[config.mk]
export PLATFORM = sky130hd
export DESIGN_NAME = conv_pool_sequencer
export DESIGN_NICKNAME = d
export VERILOG_FILES = /design/src/rtl/conv_pool_sequencer.sv
export SDC_FILE = /design/constraint.sdc
export NUM_CORES = 1
export LEC_CHECK = 0
export CAP_MARGIN = 20
export CORE_UTILIZATION = 35
export DETAILED_ROUTE_END_ITERATION = 12
export GPL_ROUTABILITY_DRIVEN = 0
export GPL_TIMING_DRIVEN = 0
export PLACE_DENSITY = 0.64
export RECOVER_POWER = 25
export SLEW_MARGIN = 40
export SYNTH_ARGS = -nofsm -noshare
export SYNTH_HDL_FRONTEND = slang
export SYNTH_SLANG_ARGS = --single-unit
[constraint.sdc]
create_clock -name clk_i -period 1.9 [get_ports clk_i]
set_input_delay 0.19 -clock clk_i [delete_from_list [all_inputs] [get_ports clk_i]]
set_output_delay 0.19 -clock clk_i [all_outputs]
set_load 0.03 [all_outputs]
[src/rtl/conv_pool_sequencer.sv]
// conv_pool_sequencer: frame-level read/window/conv/pool/write strobe generator for the conv+pool datapath
module conv_pool_sequencer #(
    parameter int ADDR_WIDTH  = 16,
    parameter int N_ROWS      = 108,
    parameter int N_COLS      = 160,
    parameter int KERNEL_SIZE = 3,
    parameter int POOL_SIZE   = 2,
    parameter int RD_LAT      = 1
) (
    input  logic                  clk_i,
    input  logic                  rst_i,
    input  logic                  start_i,
    output logic                  busy_o,
    output logic                  done_o,
    output logic [ADDR_WIDTH-1:0] rd_addr_o,
    output logic                  rd_en_o,
    output logic                  win_en_o,
    output logic                  conv_valid_o,
    output logic                  pool_valid_o,
    output logic                  wr_en_o,
    output logic [ADDR_WIDTH-1:0] wr_addr_o
);
    localparam int NPIX = N_ROWS * N_COLS;
    localparam int CR   = N_ROWS - KERNEL_SIZE + 1;
    localparam int CC   = N_COLS - KERNEL_SIZE + 1;
    localparam int PR   = CR / POOL_SIZE;
    localparam int PC   = CC / POOL_SIZE;
    localparam int CW   = $clog2(N_COLS) + 1;
    localparam int RW   = $clog2(N_ROWS) + 1;
    localparam int PW   = $clog2(POOL_SIZE) + 1;
    localparam int DW   = $clog2(RD_LAT + 2) + 1;
    localparam int VL   = RD_LAT;
    localparam int CL   = RD_LAT + 1;
    localparam int PL   = RD_LAT + 2;

    localparam logic [ADDR_WIDTH-1:0] LAST_ADDR = ADDR_WIDTH'(NPIX - 1);
    localparam logic [CW-1:0]         LAST_COL  = CW'(N_COLS - 1);
    localparam logic [CW-1:0]         K1_C      = CW'(KERNEL_SIZE - 1);
    localparam logic [CW-1:0]         COL_LIM   = CW'(KERNEL_SIZE - 1 + PC * POOL_SIZE);
    localparam logic [RW-1:0]         K1_R      = RW'(KERNEL_SIZE - 1);
    localparam logic [RW-1:0]         ROW_LIM   = RW'(KERNEL_SIZE - 1 + PR * POOL_SIZE);
    localparam logic [PW-1:0]         P1        = PW'(POOL_SIZE - 1);
    localparam logic [DW-1:0]         DR_LAST   = DW'(RD_LAT + 1);

    typedef enum logic [1:0] {IDLE, RUN, DRAIN, DONE} state_t;

    state_t                state_q, state_d;
    logic [ADDR_WIDTH-1:0] addr_q, addr_d;
    logic [ADDR_WIDTH-1:0] wr_q, wr_d;
    logic [CW-1:0]         col_q, col_d;
    logic [RW-1:0]         row_q, row_d;
    logic [PW-1:0]         pc_q, pc_d;
    logic [PW-1:0]         pr_q, pr_d;
    logic [DW-1:0]         dr_q, dr_d;
    logic [VL-1:0]         v_q, v_d;
    logic [CL-1:0]         c_q, c_d;
    logic [PL-1:0]         p_q, p_d;
    logic                  go, run, last_col, is_conv, is_pool;

    // Next-state, counter and tag-pipeline logic; tags are generated at the issue cycle and delayed to RAM latency
    always_comb begin
        state_d  = state_q;
        addr_d   = addr_q;
        col_d    = col_q;
        row_d    = row_q;
        pc_d     = pc_q;
        pr_d     = pr_q;
        go       = (state_q == IDLE || state_q == DONE) && start_i;
        run      = state_q == RUN;
        last_col = col_q == LAST_COL;
        is_conv  = run && row_q >= K1_R && col_q >= K1_C;
        is_pool  = is_conv && pr_q == P1 && pc_q == P1 && row_q < ROW_LIM && col_q < COL_LIM;
        case (state_q)
            IDLE:    state_d = start_i ? RUN : IDLE;
            RUN:     state_d = addr_q == LAST_ADDR ? DRAIN : RUN;
            DRAIN:   state_d = dr_q == DR_LAST ? DONE : DRAIN;
            default: state_d = start_i ? RUN : IDLE;
        endcase
        if (go) begin
            addr_d = '0;
            col_d  = '0;
            row_d  = '0;
            pc_d   = '0;
            pr_d   = '0;
        end else if (run) begin
            addr_d = addr_q + 1'b1;
            col_d  = last_col ? '0 : col_q + 1'b1;
            row_d  = last_col ? row_q + 1'b1 : row_q;
            if (col_q >= K1_C) pc_d = pc_q == P1 ? '0 : pc_q + 1'b1;
            if (last_col) pc_d = '0;
            if (last_col && row_q >= K1_R) pr_d = pr_q == P1 ? '0 : pr_q + 1'b1;
        end
        dr_d         = state_q == DRAIN ? dr_q + 1'b1 : '0;
        v_d          = VL'({v_q, run});
        c_d          = CL'({c_q, is_conv});
        p_d          = PL'({p_q, is_pool});
        busy_o       = state_q == RUN || state_q == DRAIN;
        done_o       = state_q == DONE;
        rd_en_o      = run;
        rd_addr_o    = run ? addr_q : '0;
        win_en_o     = v_q[VL-1];
        conv_valid_o = c_q[CL-1];
        pool_valid_o = p_q[PL-1];
        wr_en_o      = p_q[PL-1];
        wr_addr_o    = wr_q;
        wr_d         = go ? '0 : (p_q[PL-1] ? wr_q + 1'b1 : wr_q);
    end

    // State, counter and pipeline registers with synchronous reset
    always_ff @(posedge clk_i) begin
        if (rst_i) begin
            state_q <= IDLE;
            addr_q  <= '0;
            wr_q    <= '0;
            col_q   <= '0;
            row_q   <= '0;
            pc_q    <= '0;
            pr_q    <= '0;
            dr_q    <= '0;
            v_q     <= '0;
            c_q     <= '0;
            p_q     <= '0;
        end else begin
            state_q <= state_d;
            addr_q  <= addr_d;
            wr_q    <= wr_d;
            col_q   <= col_d;
            row_q   <= row_d;
            pc_q    <= pc_d;
            pr_q    <= pr_d;
            dr_q    <= dr_d;
            v_q     <= v_d;
            c_q     <= c_d;
            p_q     <= p_d;
        end
    end
endmodule
Word-level counts from Yosys, hierarchy flattened
Cells that the tools add are included.
{"block": "totals", "reg_bits": 64, "in_bits": 3, "output_inout_bits": 39, "word_cells": 58}
{"block": "op_classes", "addsub": 7, "order_cmp": 4, "eq_ne": 8, "mux": 10, "n_bitwise": 1, "n_reduce_logical": 17}
{"cell": "16-bit by 1-bit adder with 16-bit output, second input constant", "count": 2}
{"cell": "16-bit by 15-bit == test with 1-bit output, second input constant", "count": 1}
{"cell": "16-bit 2-to-1 mux", "count": 1}
{"cell": "2-bit 2-to-1 mux", "count": 5}
{"cell": "9-bit by 1-bit adder with 9-bit output, second input constant", "count": 1}
{"cell": "9-bit by 8-bit == test with 1-bit output, second input constant", "count": 1}
{"cell": "9-bit by 2-bit greater-or-equal comparator with 1-bit output, second input constant", "count": 1}
{"cell": "9-bit by 8-bit less-than comparator with 1-bit output, second input constant", "count": 1}
{"cell": "9-bit 2-to-1 mux", "count": 1}
{"cell": "8-bit by 1-bit adder with 8-bit output, second input constant", "count": 1}
{"cell": "8-bit by 2-bit greater-or-equal comparator with 1-bit output, second input constant", "count": 1}
{"cell": "1-bit logical AND", "count": 8}
{"cell": "8-bit by 7-bit less-than comparator with 1-bit output, second input constant", "count": 1}
{"cell": "2-bit by 1-bit == test with 1-bit output, second input constant", "count": 3}
{"cell": "2-bit AND reduction", "count": 3}
{"cell": "2-bit by 1-bit adder with 2-bit output, second input constant", "count": 2}
{"cell": "2-bit == test, second input constant", "count": 2}
{"cell": "2-bit case mux with 2 select lines", "count": 1}
{"cell": "2-bit OR reduction", "count": 2}
{"cell": "3-bit by 1-bit adder with 3-bit output, second input constant", "count": 1}
{"cell": "3-bit by 2-bit == test with 1-bit output, second input constant", "count": 1}
{"cell": "2-bit zero test", "count": 1}
{"cell": "1-bit logical OR", "count": 2}
{"cell": "1-bit 2-to-1 mux", "count": 2}
{"cell": "other kinds (2)", "count": 2}

Depth between registers and ports, before layout
Gate-level depths: netlist of run 1.
{"block": "depth", "depth_word": 7, "mapped_depth": 7}

Worst setup path before layout of run 1
No wires, ideal clock.
{"block": "synth_timing", "path_type": "flip-flop to flip-flop", "start": "register state_q[1]", "end": "register row_q[7]", "setup_time_ns": 0.116, "t_arrival_ns": 1.687, "required_time_ns": 1.784, "path_slack_ns": 0.097, "path_stages_with_launch": 8, "n_path_buf": 1, "period_less_slack_ns": 1.803, "cell_sequence": "dfxtp_1 inv_1 ha_1 buf_2 nand4_1 nor4_4 a21oi_1 a31o_1"}
{"item": "start, declared", "line_no": "47", "text": "state_t state_q, state_d;"}
{"item": "start signal, assigned", "line_no": "124", "text": "state_q <= state_d;"}
{"item": "2-bit by 1-bit == test with 1-bit output", "line_no": "69", "text": "run = state_q == RUN;"}
{"item": "net rd_en_o", "line_no": "16", "text": "output logic rd_en_o,"}
{"item": "2-bit AND reduction (no line)"}
{"item": "end signal, assigned", "line_no": "128", "text": "row_q <= row_d;"}
{"item": "end, declared", "line_no": "51", "text": "logic [RW-1:0] row_q, row_d;"}
The timed path passes the listed nets, and every way through them passes these cells.
A chain may end at the register's enable or synchronous reset.

Worst setup path after layout of run 1
{"block": "layout_timing", "start": "register state_q[1]", "end": "output rd_en_o"}
{"block": "layout_via", "elab_chain_len": 1}
{"item": "2-bit by 1-bit == test with 1-bit output", "line_no": "69"}
{"item": "end, declared", "line_no": "16"}
Every way passes these cells.

==> out/qor.csv, run 1 <==
stage;metric;value;unit
floorplan;core_area;8260;um2
yosys;synth_edf_count;0;
grt;grt_pass1_wl;11100;um
yosys;yosysWarnings;0;
outcome;status;completed;
clock_network;clk_pin_slew_worst_paths;0.07;ns
final_layout;multi_input_area;1610;um2
route;ant_nets;0;
final_layout;fill_cells;865;
floorplan;die_h;94.8;um
floorplan;start_util;0.365;
route;vias;2553;
setup_path;reg2regPathDepth;5;
timing;finalHoldViolCount;0;
setup_path;r2r_end;addr_q[10];
yosys;synthArstFlopShare;0;
setup_path;r2r-start;addr_q[0];
setup_path;cpPeakStageDelay;0.69;ns
yosys;synth_top_cell_by_area;dfxtp_1;
grt;grt_util_all_layers;0.162;
final_layout;num_antenna_cells;0;
grt;antenna_found_initial;0;
clock_network;cts_tree;done;
clock_network;clkSinkCount;64;
final_layout;syn2layout_area_growth;21.7;%
timing;fmaxAchievable;547;MHz
min_path;hp-class;in2reg;
route;drt_first_pass_iters;6;
floorplan;die_x;94.8;um
min_path;hp-start;rst_i;
route;drt_wl_total;6590;um
route;routedWlPerCell;13.2;um
final_layout;fin_nets;402;
floorplan;ios;42;
clock_network;htreeDepth;3;
setup_path;criticalPathCategory;reg2out;
placed_design;dp_hpwl;4720;um
timing;setup_viol_count_final;0;
floorplan;dieArea;8980;um2
yosys;yosysTopAreaCellShare;0.425;
yosys;syn_inst;340;
run;maxCapViolations;0;
yosys;ys_seq_area_frac;0.425;
setup_path;crit_arrival;1.64;ns
clock_network;hold_buffers;0;
grt;grt_pass1_vias;2402;
setup_path;path_cells;inv_1, ha_4, clkdlybuf4s50_1;
timing;timing.final.ws_setup;0.0726;ns
yosys;ys_types;48;
clock_network;cts_buffers;9;
placed_design;dpl-instance-area;3540;um2
yosys;syn_area;3010;um2
route;drc;0;
setup_path;crit_slowest_cell;clkdlybuf4s50_1;
yosys;syn-num-nets;352;
placed_design;numPlacedInstances;485;
route;drt-initial-drc-count;115;
timing;finalCriticalPeriod;1.83;ns
placed_design;post-place-ws;-0.406;ns
timing;drv_slew;0;
timing;slew_headroom;0.637;
timing;skew;0.00715;ns
route;vias_per_cell;5.11;
min_path;worstHoldEndpoint;win_en_o;
final_layout;utilization;0.444;
timing;post-route-period-util;0.962;
final_layout;regArea;1280;um2
pwr;irDropWorstVdd;0.344;mV
grt;globalRoute.totalOverflow;0;
timing;rsz0062_at_grt;false;
placed_design;portBuffers;40;
yosys;yosysMostFrequentCell;dfxtp_1;
clock_network;worstSkewPairLatency;0.34;ns
setup_path;critPathMaxFanout;6;
setup_path;r2r_setup_slack;0.11;ns
pwr;power_density;704;nW/um2
setup_path;start_kind;flop;
yosys;avgSynthCellArea;8.86;um2
setup_path;end_kind;output port;
clock_network;cts_root_buffer;clkbuf_8;
pwr;leakage;1.35;nW
floorplan;fp-row-count;33;
final_layout;design_area;3670;um2
yosys;yosys-top-cells-area;dfxtp_1, xnor2_1, nor2_1;
setup_path;path_delay_family;buffers and inverters;
yosys;ys.flop_type;dfxtp_1;
yosys;synth_common_cells;dfxtp_1, nor2_1, xnor2_1;
setup_path;cp.required;1.71;ns
final_layout;stdcell_count;500;
min_path;holdPathStages;2;
clock_network;cts_buffer_depth;2;
final_layout;final_layout_size_suffix_gt1_frac;0.134;
grt;grt_max_degree;20;
clock_network;cts_setup_buffers;0;
timing;worst_pin_slew;0.539;ns
yosys;synth_seq_cells;64;
timing;timing.setup.tns;0;ns
setup_path;crit_buf_inv;2;
[registers in the layout, summed over array words and instances (netlist names)]
| register | flops |
|---|---|
| row_q | 8 |
| addr_q | 16 |
| wr_addr_o | 16 |
| p_q | 3 |
| pr_q | 2 |
| c_q | 2 |
| col_q | 9 |
| win_en_o | 1 |
| state_q | 2 |
| pc_q | 2 |
| dr_q | 3 |
[per-stage QoR]
| stage | total power [mW] | hold WS [ns] |
|---|---|---|
| after floorplan | 1.46 | 0.370 |
| after global placement | 1.50 | 0.418 |
| after detailed placement | 1.50 | 0.425 |
| after CTS | 2.63 | 0.119 |
| after global routing | 2.69 | 0.146 |
| final | 2.58 | 0.134 |
[worst max path at each step]
stage | endpoint | cells after the start | slack [ns] | startpoint
floorplan | row_q[7] | 7 | 0.1 | state_q[1]
global placement | rd_addr_o[4] | 6 | -0.42 | state_q[1]
detailed placement | rd_addr_o[10] | 6 | -0.41 | state_q[1]
CTS | rd_en_o | 3 | 0.05 | state_q[1]
global route | rd_en_o | 3 | 0.004 | state_q[1]
finish | rd_en_o | 3 | 0.07 | state_q[1]
[cell usage in the layout (no fill, tap or decap), types with 13 or more instances in the layout]
cell	Yosys	final
and2_1	16	16
a21oi_1	14	14
nor3_1	13	13
nand3_1	15	15
nand2_1	18	18
xnor2_1	21	21
xor2_1	14	14
clkdlybuf4s50_1	0	14
nand4_1	19	19
dfxtp_1	64	63
buf_2	7	20
nor2_1	47	47
[where the power goes]
part           switching, mW  internal (mW)
sequential           0.00703           1.35
combinational         0.0802         0.0408
clock                  0.528          0.577
total                  0.616           1.97
[per-layer routing]
layer	routed length [um]	share of wire	global-route usage
met5	0	0	0
met4	87	0.013	0.0821
met3	271	0.041	0.0451
met2	3050	0.46	0.261
met1	3180	0.48	0.198
[worst reg2reg max path, cell delays in order, from the launching register on]
cell and delay (ns):
dfxtp_1 0.40, ha_1 0.25, nand4_1 0.17, or2_1 0.32
or4_1 0.51, nand2_1 0.09
[layout make-up]
class                           count  share of cell area
Buffer                             15              0.0266
Clock buffer                       12              0.0451
Clock inverter                      4             0.00751
Inverter                            9             0.00922
Multi-Input combinational cell    251               0.438
Sequential cell                    64               0.350
Tap cell                          105              0.0358
Timing Repair Buffer               40              0.0881
[kinds of logic after synthesis]
logic type	after synthesis	share of synthesized area
XOR/XNOR	35	0.102
AO/OA/AOI/OAI	33	0.0698
flip-flops	64	0.425
AND/OR/NAND/NOR	169	0.310
multiplexers	5	0.0166
buffers and inverters	25	0.0394
adder cells (fa/ha/maj)	9	0.0374
[timing repair]
item | 4_1_cts | 5_1_grt
endpoints found under the setup margin | 28 | 0
resized for setup | 86 | 0
endpoints found under the hold margin | 0 | 0
No activity file was read; power rests on OpenSTA's default activity.
==> inputs of run 2 (changes only) <==
--- a/config.mk
+++ b/config.mk
@@ -6,11 +6,11 @@
 export NUM_CORES = 1
 export LEC_CHECK = 0
 export CAP_MARGIN = 20
-export CORE_UTILIZATION = 35
+export CORE_UTILIZATION = 54
 export DETAILED_ROUTE_END_ITERATION = 12
 export GPL_ROUTABILITY_DRIVEN = 0
 export GPL_TIMING_DRIVEN = 0
-export PLACE_DENSITY = 0.64
+export PLACE_DENSITY = 0.88
 export RECOVER_POWER = 25
 export SLEW_MARGIN = 40
 export SYNTH_ARGS = -nofsm -noshare
==> run 2 against run 1 <==
Sequential share of layout area rose by 0.11 points. Total power increased by 2.4%. Via count increased by 2.6%. Utilization rose by 25 points. Final cell count down 6.6%. Sequential cell count stayed put. Worst hold slack got worse by 0.0031 ns. Critical path type unchanged. Clock-buffer cell count grew 1. Clock skew rose by 0.0023 ns. Combinational power hardly changed. Global-route usage grew 8.0 points. Die area is 35% lower.
==> out/qor.csv, run 2 (synthesized netlist as in run 1, its figures left out) <==
stage;metric;value;unit;change
outcome;status;completed;;
timing;skew;0.00947;ns;+0.00231 ns
final_layout;utilization;0.698;;+0.254
grt;grt_pass1_vias;2503;;+4.2%
route;drt-initial-drc-count;244;;+110%
clock_network;clk_pin_slew_worst_paths;0.07;ns;about the same
route;routedWlPerCell;14.1;um;+7.1%
setup_path;crit_slowest_cell;clkdlybuf4s50_1;;
placed_design;portBuffers;40;;unchanged
route;vias_per_cell;5.61;;+9.9%
setup_path;cp.required;1.71;ns;about the same
timing;finalCriticalPeriod;1.83;ns;+0.00456 ns
min_path;hp-class;in2reg;;
floorplan;die_x;76.7;um;-19%
run;maxCapViolations;0;;unchanged
setup_path;end_kind;output port;;
setup_path;crit_buf_inv;2;;unchanged
grt;grt_pass1_wl;11200;um;+0.81%
floorplan;dieArea;5880;um2;-35%
timing;worst_pin_slew;0.583;ns;+0.0441 ns
floorplan;die_h;76.7;um;-19%
placed_design;dp_hpwl;4840;um;+2.4%
setup_path;path_cells;inv_1, ha_4, clkdlybuf4s50_1;;
timing;holdWs;0.131;ns;-0.00311 ns
final_layout;fin_nets;404;;+0.50%
grt;grt_util_all_layers;0.242;;+0.0798
route;drt_first_pass_iters;4;;-2
final_layout;fill_cells;411;;-52%
final_layout;final_common_cell;dfxtp_1;;
timing;rsz0062_at_grt;false;;
clock_network;cts_tree;done;;
timing;slew_headroom;0.608;;-0.0291
route;drc;0;;unchanged
clock_network;cts_buffers;9;;unchanged
setup_path;path_delay_family;buffers and inverters;;
floorplan;core_area;5240;um2;-37%
setup_path;critPathMaxFanout;6;;unchanged
route;vias;2620;;+2.6%
clock_network;clkSinkCount;64;;unchanged
clock_network;htreeDepth;3;;unchanged
grt;globalRoute.totalOverflow;0;;unchanged
floorplan;start_util;0.575;;+0.210
final_layout;final_cell_mix;dfxtp_1, nor2_1, xnor2_1;;
route;ant_nets;0;;unchanged
floorplan;ios;42;;unchanged
floorplan;fp-row-count;26;;-21%
final_layout;syn2layout_area_growth;21.3;%;
route;drt_wl_total;6590;um;about the same
final_layout;final_layout_size_suffix_gt1_frac;0.134;;-0.000676
timing;finalHoldViolCount;0;;unchanged
timing;setup_viol_count_final;0;;unchanged
timing;fmaxAchievable;546;MHz;-0.25%
clock_network;cts_root_buffer;clkbuf_8;;
setup_path;cpPeakStageDelay;0.68;ns;about the same
pwr;irDropWorstVdd;0.693;mV;+100%
clock_network;cts_buffer_depth;2;;unchanged
pwr;power;2.64;mW;+2.4%
timing;post-route-period-util;0.964;;+0.00240
timing;timing.setup.tns;0;ns;unchanged
setup_path;start_kind;flop;;
grt;antenna_found_initial;0;;unchanged
setup_path;criticalPathCategory;reg2out;;
pwr;leakage;1.37;nW;+1.5%
grt;grt_max_degree;20;;unchanged
setup_path;crit_arrival;1.64;ns;about the same
pwr;power_density;723;nW/um2;+2.7%
clock_network;worstSkewPairLatency;0.35;ns;about the same
final_layout;num_antenna_cells;0;;unchanged
timing;drv_slew;0;;unchanged
-- run 2: changes by cell type in the layout (fill, tap and decap cells not counted), sizes merged --
| cell | change |
|---|---|
| buf | -2 |
| bufinv | +1 |
| clkbuf | +5 |
| clkdlybuf4s15 | +1 |
| clkdlybuf4s50 | -1 |
| clkinv | +1 |
| clkinvlp | -3 |
| dlygate4sd2 | -1 |
| dlygate4sd3 | +1 |
-- run 2: repair_timing --
item / in CTS / in global routing
pin swaps: 0 / 1
hold endpoints to repair: 0 / 0
buffers inserted: 0 / 2
hold buffers: 0 / 0
gates resized for setup: 80 / 11
setup endpoints to repair: 29 / 12
-- run 2: through the flow --
step,std cells,worst slack (ns),instance area [um2]
CTS,465,0.00105,3670
floorplan,340,0.0973,3010
global placement,450,-0.366,3500
detailed placement,450,-0.413,3500
global route,467,0.00956,3650
finish,467,0.0680,3650
-- run 2: power breakdown --
part,switching (mW),leakage [nW],internal [mW]
sequential,0.00693,0.516,1.35
combinational,0.0803,0.750,0.0412
clock,0.492,0.103,0.674
-- run 2: path summary, 6_finish.rpt --
| kind | slack, ns | start | endpoint | depth (start not counted) |
|---|---|---|---|---|
| setup reg to reg | 0.10 | col_q[8] | row_q[6] | 4 |
| setup / recovery | 0.07 | state_q[1] | rd_en_o | 3 |
| hold reg to reg | 0.44 | p_q[0] | p_q[1] | 1 |
| hold / removal | 0.13 | rst_i | win_en_o | 2 |
-- run 2: layout make-up --
type	instances	area (um2)	share of cell area
Multi-Input combinational cell	251	1610	0.439
Sequential cell	64	1280	0.351
Timing Repair Buffer	42	349	0.0955
Clock buffer	13	159	0.0435
Buffer	15	97.6	0.0267
Tap cell	70	87.6	0.0240
Clock inverter	3	40.0	0.0110
Inverter	9	33.8	0.00924
-- run 2: routing by layer --
layer	track usage	vias up	share of wire	wire, um
met2	0.399	99	0.49	3220
met3	0.0786	18	0.067	439
met1	0.288	1213	0.42	2780
met5	0	-	0	0
met4	0.100	0	0.023	149
li1	-	1290	-	-
